`src/rtl/seg7_readback.sv`:
```
// seg7_readback: receiver and checker for a two-digit 7-segment display bus.
//
// Both 8-bit segment buses (Dgfedcba) pass through a two-stage synchroniser.
// The decimal point is then dropped, leaving a 14-bit sample. A pattern is
// accepted once STABLE_CYCLES identical samples have been seen on CE=1 cycles.
// Each accepted pattern is decoded to BCD, and the value must be the previous
// value plus one, modulo 100.
//
// Ports:
//   C            clock, rising edge
//   CLR          asynchronous active-high reset
//   CE           clock enable for everything except the synchroniser
//   seg_in1      ones-digit segment pattern, Dgfedcba
//   seg_in2      tens-digit segment pattern, Dgfedcba
//   digit_lo     last accepted ones digit (BCD)
//   digit_hi     last accepted tens digit (BCD)
//   value_valid  high once any valid value has been accepted
//   new_value    one-cycle pulse when the digits update
//   pattern_err  one-cycle pulse when an accepted pattern is not a legal digit
//   seq_err      one-cycle pulse when a new value is not previous + 1 (mod 100)
//   err_count    saturating count of pattern_err and seq_err events
module seg7_readback #(
   parameter int unsigned STABLE_CYCLES = 16,
   parameter int unsigned CNT_W         = 5
) (
   input  logic       C,
   input  logic       CLR,
   input  logic       CE,
   input  logic [7:0] seg_in1,
   input  logic [7:0] seg_in2,
   output logic [3:0] digit_lo,
   output logic [3:0] digit_hi,
   output logic       value_valid,
   output logic       new_value,
   output logic       pattern_err,
   output logic       seq_err,
   output logic [7:0] err_count
);

   typedef enum logic [0:0] {StSettle, StStable} state_e;

   // The counter holds (identical samples seen - 1). Acceptance happens on the
   // edge that brings it to STABLE_CYCLES-1.
   localparam logic [CNT_W-1:0] AcceptCnt = CNT_W'(STABLE_CYCLES - 2);

   // Returns {legal, digit} for a 7-bit gfedcba pattern.
   function automatic logic [4:0] decode_seg(input logic [6:0] pat);
      logic [4:0] res;
      case (pat)
         7'h3F:   res = {1'b1, 4'd0};
         7'h06:   res = {1'b1, 4'd1};
         7'h5B:   res = {1'b1, 4'd2};
         7'h4F:   res = {1'b1, 4'd3};
         7'h66:   res = {1'b1, 4'd4};
         7'h6D:   res = {1'b1, 4'd5};
         7'h7D:   res = {1'b1, 4'd6};
         7'h07:   res = {1'b1, 4'd7};
         7'h7F:   res = {1'b1, 4'd8};
         7'h6F:   res = {1'b1, 4'd9};
         default: res = {1'b0, 4'd0};
      endcase
      return res;
   endfunction

   logic [15:0]      sync1_q, sync2_q;
   logic [13:0]      sample;
   logic [1:0]       dp_unused;

   state_e           state_q, state_d;
   logic [13:0]      prev_q, prev_d;
   logic [CNT_W-1:0] cnt_q, cnt_d;
   logic [3:0]       lo_q, lo_d, hi_q, hi_d;
   logic             valid_q, valid_d;
   logic             new_q, new_d;
   logic             perr_q, perr_d;
   logic             serr_q, serr_d;
   logic [7:0]       err_q, err_d;

   logic             same;
   logic             accept;
   logic [4:0]       dec_lo, dec_hi;
   logic [3:0]       succ_lo, succ_hi;

   // The synchroniser runs on every clock edge, whatever CE is.
   always_ff @(posedge C or posedge CLR) begin
      if (CLR) begin
         sync1_q <= '0;
         sync2_q <= '0;
      end else begin
         sync1_q <= {seg_in2, seg_in1};
         sync2_q <= sync1_q;
      end
   end

   // The decimal points are synchronised but play no part in the checks.
   assign dp_unused = {sync2_q[15], sync2_q[7]};
   assign sample    = {sync2_q[14:8], sync2_q[6:0]};
   assign same      = (sample == prev_q);
   assign dec_lo    = decode_seg(sample[6:0]);
   assign dec_hi    = decode_seg(sample[13:7]);

   // BCD successor of the held value. 99 wraps to 00.
   always_comb begin
      succ_lo = lo_q + 4'd1;
      succ_hi = hi_q;
      if (lo_q == 4'd9) begin
         succ_lo = 4'd0;
         succ_hi = (hi_q == 4'd9) ? 4'd0 : hi_q + 4'd1;
      end
   end

   always_comb begin
      state_d = state_q;
      prev_d  = prev_q;
      cnt_d   = cnt_q;
      lo_d    = lo_q;
      hi_d    = hi_q;
      valid_d = valid_q;
      new_d   = 1'b0;
      perr_d  = 1'b0;
      serr_d  = 1'b0;
      err_d   = err_q;
      accept  = 1'b0;

      if (CE) begin
         prev_d = sample;
         unique case (state_q)
            StSettle: begin
               if (!same) begin
                  cnt_d = '0;
               end else begin
                  cnt_d = cnt_q + 1'b1;
                  if (cnt_q == AcceptCnt) begin
                     accept  = 1'b1;
                     state_d = StStable;
                  end
               end
            end
            StStable: begin
               if (!same) begin
                  cnt_d   = '0;
                  state_d = StSettle;
               end
            end
            default: state_d = StSettle;
         endcase

         if (accept) begin
            if (!dec_lo[4] || !dec_hi[4]) begin
               perr_d = 1'b1;
            end else if (!valid_q || dec_lo[3:0] != lo_q || dec_hi[3:0] != hi_q) begin
               lo_d    = dec_lo[3:0];
               hi_d    = dec_hi[3:0];
               valid_d = 1'b1;
               new_d   = 1'b1;
               // The first value after reset has no predecessor to check against.
               serr_d  = valid_q && (dec_lo[3:0] != succ_lo || dec_hi[3:0] != succ_hi);
            end
         end

         if ((perr_d || serr_d) && err_q != 8'hFF) begin
            err_d = err_q + 8'd1;
         end
      end
   end

   always_ff @(posedge C or posedge CLR) begin
      if (CLR) begin
         state_q <= StSettle;
         prev_q  <= '0;
         cnt_q   <= '0;
         lo_q    <= '0;
         hi_q    <= '0;
         valid_q <= 1'b0;
         new_q   <= 1'b0;
         perr_q  <= 1'b0;
         serr_q  <= 1'b0;
         err_q   <= '0;
      end else begin
         state_q <= state_d;
         prev_q  <= prev_d;
         cnt_q   <= cnt_d;
         lo_q    <= lo_d;
         hi_q    <= hi_d;
         valid_q <= valid_d;
         new_q   <= new_d;
         perr_q  <= perr_d;
         serr_q  <= serr_d;
         err_q   <= err_d;
      end
   end

   assign digit_lo    = lo_q;
   assign digit_hi    = hi_q;
   assign value_valid = valid_q;
   assign new_value   = new_q;
   assign pattern_err = perr_q;
   assign seq_err     = serr_q;
   assign err_count   = err_q;

endmodule

```
`config.mk`:
```
export PLATFORM = sky130hd
export DESIGN_NAME = seg7_readback
export DESIGN_NICKNAME = d
export VERILOG_FILES = /design/src/rtl/seg7_readback.sv
export SDC_FILE = /design/constraint.sdc
export NUM_CORES = 1
export LEC_CHECK = 0
export BUFFER_PORTS_ARGS = -buffer_cell sky130_fd_sc_hd__buf_2
export CAP_MARGIN = 5
export CORE_MARGIN = 2
export CORE_UTILIZATION = 53
export CTS_BUF_LIST = sky130_fd_sc_hd__clkbuf_8 sky130_fd_sc_hd__clkbuf_16
export CTS_CLUSTER_SIZE = 40
export DETAILED_ROUTE_END_ITERATION = 16
export HOLD_SLACK_MARGIN = 0.06
export PLACE_DENSITY_LB_ADDON = 0.12
export SLEW_MARGIN = 10
export SYNTH_ARGS = -nofsm -noshare
export SYNTH_HDL_FRONTEND = slang
export SYNTH_SLANG_ARGS = --single-unit
```
`constraint.sdc`:
```
create_clock -name C -period 2.4 [get_ports C]
set_input_delay 0.12 -clock C [delete_from_list [all_inputs] [get_ports C]]
set_output_delay 0.12 -clock C [all_outputs]
set_load 0.01 [all_outputs]
```
Word level (Yosys, flattened, before mapping)
Index checks and enable logic that the tools add are counted.
- bits in registers: 70
- bits of input ports: 19
- output and inout bits: 20
- logic and storage cells: 88
- $add $sub $neg: 4
- equality and inequality tests: 30
- mux-type cells: 27
- bitwise logic cells: 2
- reduce and logical (&&, ||, !) cells: 13
- operators by type and width (operator ; count):
    5-bit one-hot mux with 10 select lines ; 2
    7-bit equality test, second input constant ; 14
    7-bit by 3-bit equality test with 1-bit output, second input constant ; 4
    1-bit 2-to-1 mux ; 18
    4-bit != test ; 4
    14-bit equality test ; 1
    7-bit by 6-bit equality test with 1-bit output, second input constant ; 2
    4-bit 2-to-1 mux ; 3
    5-bit 2-to-1 mux ; 2
    5-bit one-hot mux with 2 select lines ; 1
    4-bit by 1-bit adder with 4-bit output, second input constant ; 2
    8-bit by 1-bit adder with 8-bit output, second input constant ; 1
    4-bit equality test, second input constant ; 2
    8-bit != test, second input constant ; 1
    5-bit by 1-bit adder with 5-bit output, second input constant ; 1
    5-bit by 4-bit equality test with 1-bit output, second input constant ; 1
    1-bit logical OR ; 5
    2-bit AND reduction ; 2
    4-bit AND reduction ; 1
    1-bit zero test ; 3
    1-bit logical AND ; 2
    2-bit != test, second input constant ; 1
    1-bit inverter ; 2
    1-bit one-hot mux with 2 select lines ; 1

Longest topological paths before layout
- depth in word-level cells: 13
- gate-level depth with buffers: 10
- gate-level depth less buffers: 8

Worst setup path after synthesis
Ideal clock, no wire load.
- path type: register to register
- start: register sync2_q[4]
- end: register err_q[1], in the netlist err_count[1]
- library setup time: 125 ps
- arrival: 2251 ps
- required time: 2275 ps
- setup slack: 24 ps
- stages on the path, launching flop included: 10
- buffers on the path: 1
- clock period less this slack: 2376 ps
- path through: dfrtp_1 buf_4 and4bb_1 o2bb2a_1 xnor2_1 nor4_1 nand4_1 o21a_4 o21ai_4 mux2_4
- cells in the longest elaborated chain, start to end: 12
- elaborated cells between the ends (all ways): 33
- those cells by class: 13 x eq/ne; 11 x mux; 9 x reduce/logical
- ends and longest elaborated chain (element ; RTL line ; text):
    start: declaration ; 65 ; logic [15:0] sync1_q, sync2_q;
    start signal: assignment ; 91 ; sync2_q <= sync1_q;
    7-bit equality test, or another cell as far along ; 49 ; case (pat)
    5-bit one-hot mux with 10 select lines ; 49 ;
    4-bit != test, on equally long branches ; 157, 151 ;
    1-bit logical OR, on equally long branches ; 157, 151 ;
    1-bit logical AND or 1-bit logical OR (tied branches) ; 157, 151 ;
    1-bit 2-to-1 mux ; 151 ; end else if (!valid_q || dec_lo[3:0] != lo_q || dec_hi[3:0] != hi_q) begin
    1-bit 2-to-1 mux ; 149 ; if (!dec_lo[4] || !dec_hi[4]) begin
    1-bit 2-to-1 mux ; 148 ; if (accept) begin
    1-bit 2-to-1 mux ; 125 ; if (CE) begin
    1-bit logical OR * ; 161 ; if ((perr_d || serr_d) && err_q != 8'hFF) begin
    1-bit logical AND * ; 161 ;
    2-bit AND reduction (no line) * ; -- ;
    end signal: assignment ; 189 ; err_q <= err_d;
    end: declaration ; 77 ; logic [7:0] err_q, err_d;
Every way passes the cells marked *; elsewhere a longest branch is shown, timed or not. The select of a mux whose other input is x is not followed.
A chain may end at the register's enable or synchronous reset.

Worst setup path after layout
- start: register sync2_q[14]
- end: register lo_q[3], in the netlist digit_lo[3]
- cells in the longest elaborated chain, start to end: 6
- elaborated cells between the ends (all ways): 21
- those cells by class: 12 x eq/ne; 4 x mux; 1 x bitwise; 4 x reduce/logical
- ends and longest elaborated chain (element ; RTL line ; text):
    branches (longest 5 deep; another with 5-bit one-hot mux with 10 select lines) ; -- ;
    4-bit AND reduction (no line) * ; -- ;
    end signal: assignment ; 183 ; lo_q <= lo_d;
    end: declaration ; 72 ; logic [3:0] lo_q, lo_d, hi_q, hi_d;
Every way passes the cells marked *. The select of a mux whose other input is x is not followed.

==> results.json <==
{
  "synth-seq-cells": 68,
  "clk_latency_ns": 0.35,
  "arrival_ns": 2.64,
  "syn-cell-area_sq_um": 3455,
  "synth_top_area_share_pct": 49.26,
  "hold_viol": 0,
  "drc_errors": 0,
  "vdd.ir_drop.worst_mv": 0.4942,
  "cts_tree": "built",
  "layout_commonest_cell": "dfrtp_1",
  "rsz0062_at_grt": "true",
  "synth_nets": 324,
  "avgViaCountPerCell": 5.441,
  "violations": "negative setup slack",
  "clock.fmax_mhz": 413.7,
  "worstPathMaxFanout": 6,
  "start_util_pct": 54.72,
  "synth-async-reset-ratio_pct": 100.0,
  "numCtsBuffers": 9,
  "dr.pass1.iters": 4,
  "outcome": "finished, violations left",
  "diodes": 0,
  "synth.avg_cell_area_sq_um": 11.44,
  "slew_headroom_pct": 72.68,
  "p_total_mw": 2.312,
  "first_global_vias": 2481,
  "antenna_found_initial": 0,
  "start_kind": "flop",
  "synth_flop_cell": "dfrtp_1",
  "cts.sinks": 68,
  "dpl.hpwl_um": 4655,
  "leakagePower_nw": 2.132,
  "overflow": 0,
  "synth.distinct_cells": 64,
  "setup_viol": 3,
  "fin_skew_ns": 0.01366,
  "synth_edf_count": 0,
  "final_area_sq_um": 4584,
  "dieArea_sq_um": 7180,
  "num-fill-cells": 468,
  "critPathCaptureType": "flop",
  "grt_pass1_wl_um": 11450,
  "drt_first_iter_violations": 149,
  "power.density_nw_per_um2": 504.4,
  "synth_area_leader_cell": "dfrtp_1",
  "clk_pin_slew_worst_paths_ns": 0.08,
  "die_h_um": 84.74,
  "post-route-period-util_pct": 100.7,
  "layout-drive-gt1-share_pct": 44.55,
  "wl_per_cell_um": 14.39,
  "grt_max_degree": 35,
  "routed_wl_um": 6920,
  "dpl_cell_area_sq_um": 3958,
  "area_delta_synth_final_pct": 32.71,
  "syn_inst": 302,
  "grt_usage_pct": 20.21,
  "num_rows": 29,
  "drv_slew": 0,
  "routed-via-count": 2617,
  "ioPinCount": 39,
  "holdCritPathClass": "in -> reg",
  "dieWidth_um": 84.74,
  "fin_crit_ns": 2.417,
  "gp_congestion": 0.7925,
  "portBuffers": 36,
  "cts_buffer_depth": 2,
  "yosysWarnings": 0,
  "path_class": "reg -> reg",
  "synth_area_leaders": "dfrtp_1, xnor2_1, mux2_2",
  "core_sq_um": 6314,
  "ys_seq_area_share_pct": 49.26,
  "final_nets": 421,
  "root_buffer": "clkbuf_8",
  "fin_ws_ns": -0.01714,
  "finalSetupTns_ns": -0.03220,
  "max_cap_viol_count": 0,
  "ant_nets": 0,
  "final_cell_mix": "dfrtp_1, buf_4, buf_2",
  "cp.required_ns": 2.63,
  "cts_max_level": 3,
  "worst_pin_slew_ns": 0.4098
}
registers in the layout, indices dropped and copies added (netlist names):
name         cells
prev_q          14
sync1_q         14
sync2_q         14
err_count        8
cnt_q            5
digit_hi         4
digit_lo         4
new_value        1
pattern_err      1
seq_err          1
state_q          1
value_valid      1
metrics by stage:
| step | setup WS, ns | std cells | utilization [%] | hold slack [ns] |
|---|---|---|---|---|
| 2_1_floorplan | 0.02404 | 302 | - | 0.1514 |
| 3_3_place_gp | -0.07055 | 442 | 62.68 | -0.01546 |
| 3_5_place_dp | -0.1138 | 442 | 62.68 | -0.01284 |
| 4_1_cts | -0.07942 | 476 | 69.56 | 0.1193 |
| 5_1_grt | -0.1057 | 481 | 72.61 | 0.1465 |
| 6_report | -0.01714 | 481 | 72.61 | 0.1226 |
cells in the mapped netlist, drive strengths merged (4+ instances only):
cell type / number
nand3: 5
xnor2: 24
mux2: 20
xor2: 8
buf: 13
mux2i: 5
nand2: 28
dfrtp: 68
nand4b: 7
inv: 10
nor2: 11
a21oi: 11
nand2b: 5
nand4: 6
o31ai: 4
and3: 11
o21ai: 10
worst paths after layout:
| path | startpoint | endpoint | slack [ns] | depth (start not counted) |
|---|---|---|---|---|
| min | CE | state_q | 0.12 | 3 |
| min reg2reg | sync1_q[6] | sync2_q[6] | 0.34 | 0 |
| min in group asynchronous | CLR | sync1_q[8] | 0.18 | 3 |
| max | sync2_q[14] | digit_lo[3] | -0.02 | 8 |
| max reg2reg | sync2_q[14] | digit_lo[3] | -0.02 | 8 |
| max in group asynchronous | CLR | sync2_q[2] | 1.61 | 4 |
worst max-delay path, stage by stage, from the launching register on:
cell and delay [ns]:
dfrtp_2 0.47, or3b_1 0.39, a21o_1 0.22, and3_4 0.20, nor4_2 0.13, nand4_1 0.23
buf_4 0.21, nand2_4 0.10, mux2_2 0.34
per-layer routing:
metal | wire length (um) | track usage [%] | vias up
li1 | - | - | 1274
met3 | 261 | 5.408 | 8
met4 | 79 | 7.071 | 0
met2 | 3348 | 31.85 | 54
met1 | 3231 | 27.13 | 1281
met5 | 0 | 0 | -
cell families (layout without fill, tap and decap cells):
family / after synthesis / in the layout / share of synthesized area (%)
AND/OR/NAND/NOR: 97 / 97 / 17.31
flip-flops: 68 / 68 / 49.26
AO/OA/AOI/OAI: 52 / 52 / 12.06
XOR/XNOR: 32 / 32 / 8.330
multiplexers: 25 / 25 / 8.294
buffers and inverters: 25 / 127 / 3.658
adder cells (fa/ha/maj): 3 / 3 / 1.087
final cells by class:
| class | count | area [sq um] | share of cell area [%] |
|---|---|---|---|
| clock buffers | 10 | 137.6 | 3.002 |
| clock inverters | 6 | 40.04 | 0.8734 |
| inverters | 10 | 37.54 | 0.8188 |
| multi-input cells | 209 | 1836 | 40.04 |
| flip-flops and latches | 68 | 1713 | 37.36 |
| well taps | 77 | 96.34 | 2.102 |
| repair buffers | 101 | 724.4 | 15.80 |
power by group:
group	internal [mW]	total (mW)	switching, mW
Clock	0.400	0.844	0.443
Sequential	1.19	1.24	0.0425
Combinational	0.133	0.232	0.0985
Total	1.73	2.31	0.584
what timing repair did:
| action | in CTS | in global routing |
|---|---|---|
| hold buffers | 15 | 0 |
| pin swaps | 10 | 26 |
| setup buffers | 3 | 5 |
| resized for setup | 22 | 37 |
| setup endpoints to repair | 15 | 18 |
| hold endpoints to repair | 82 | 0 |
(Power assumes the default switching activity.)
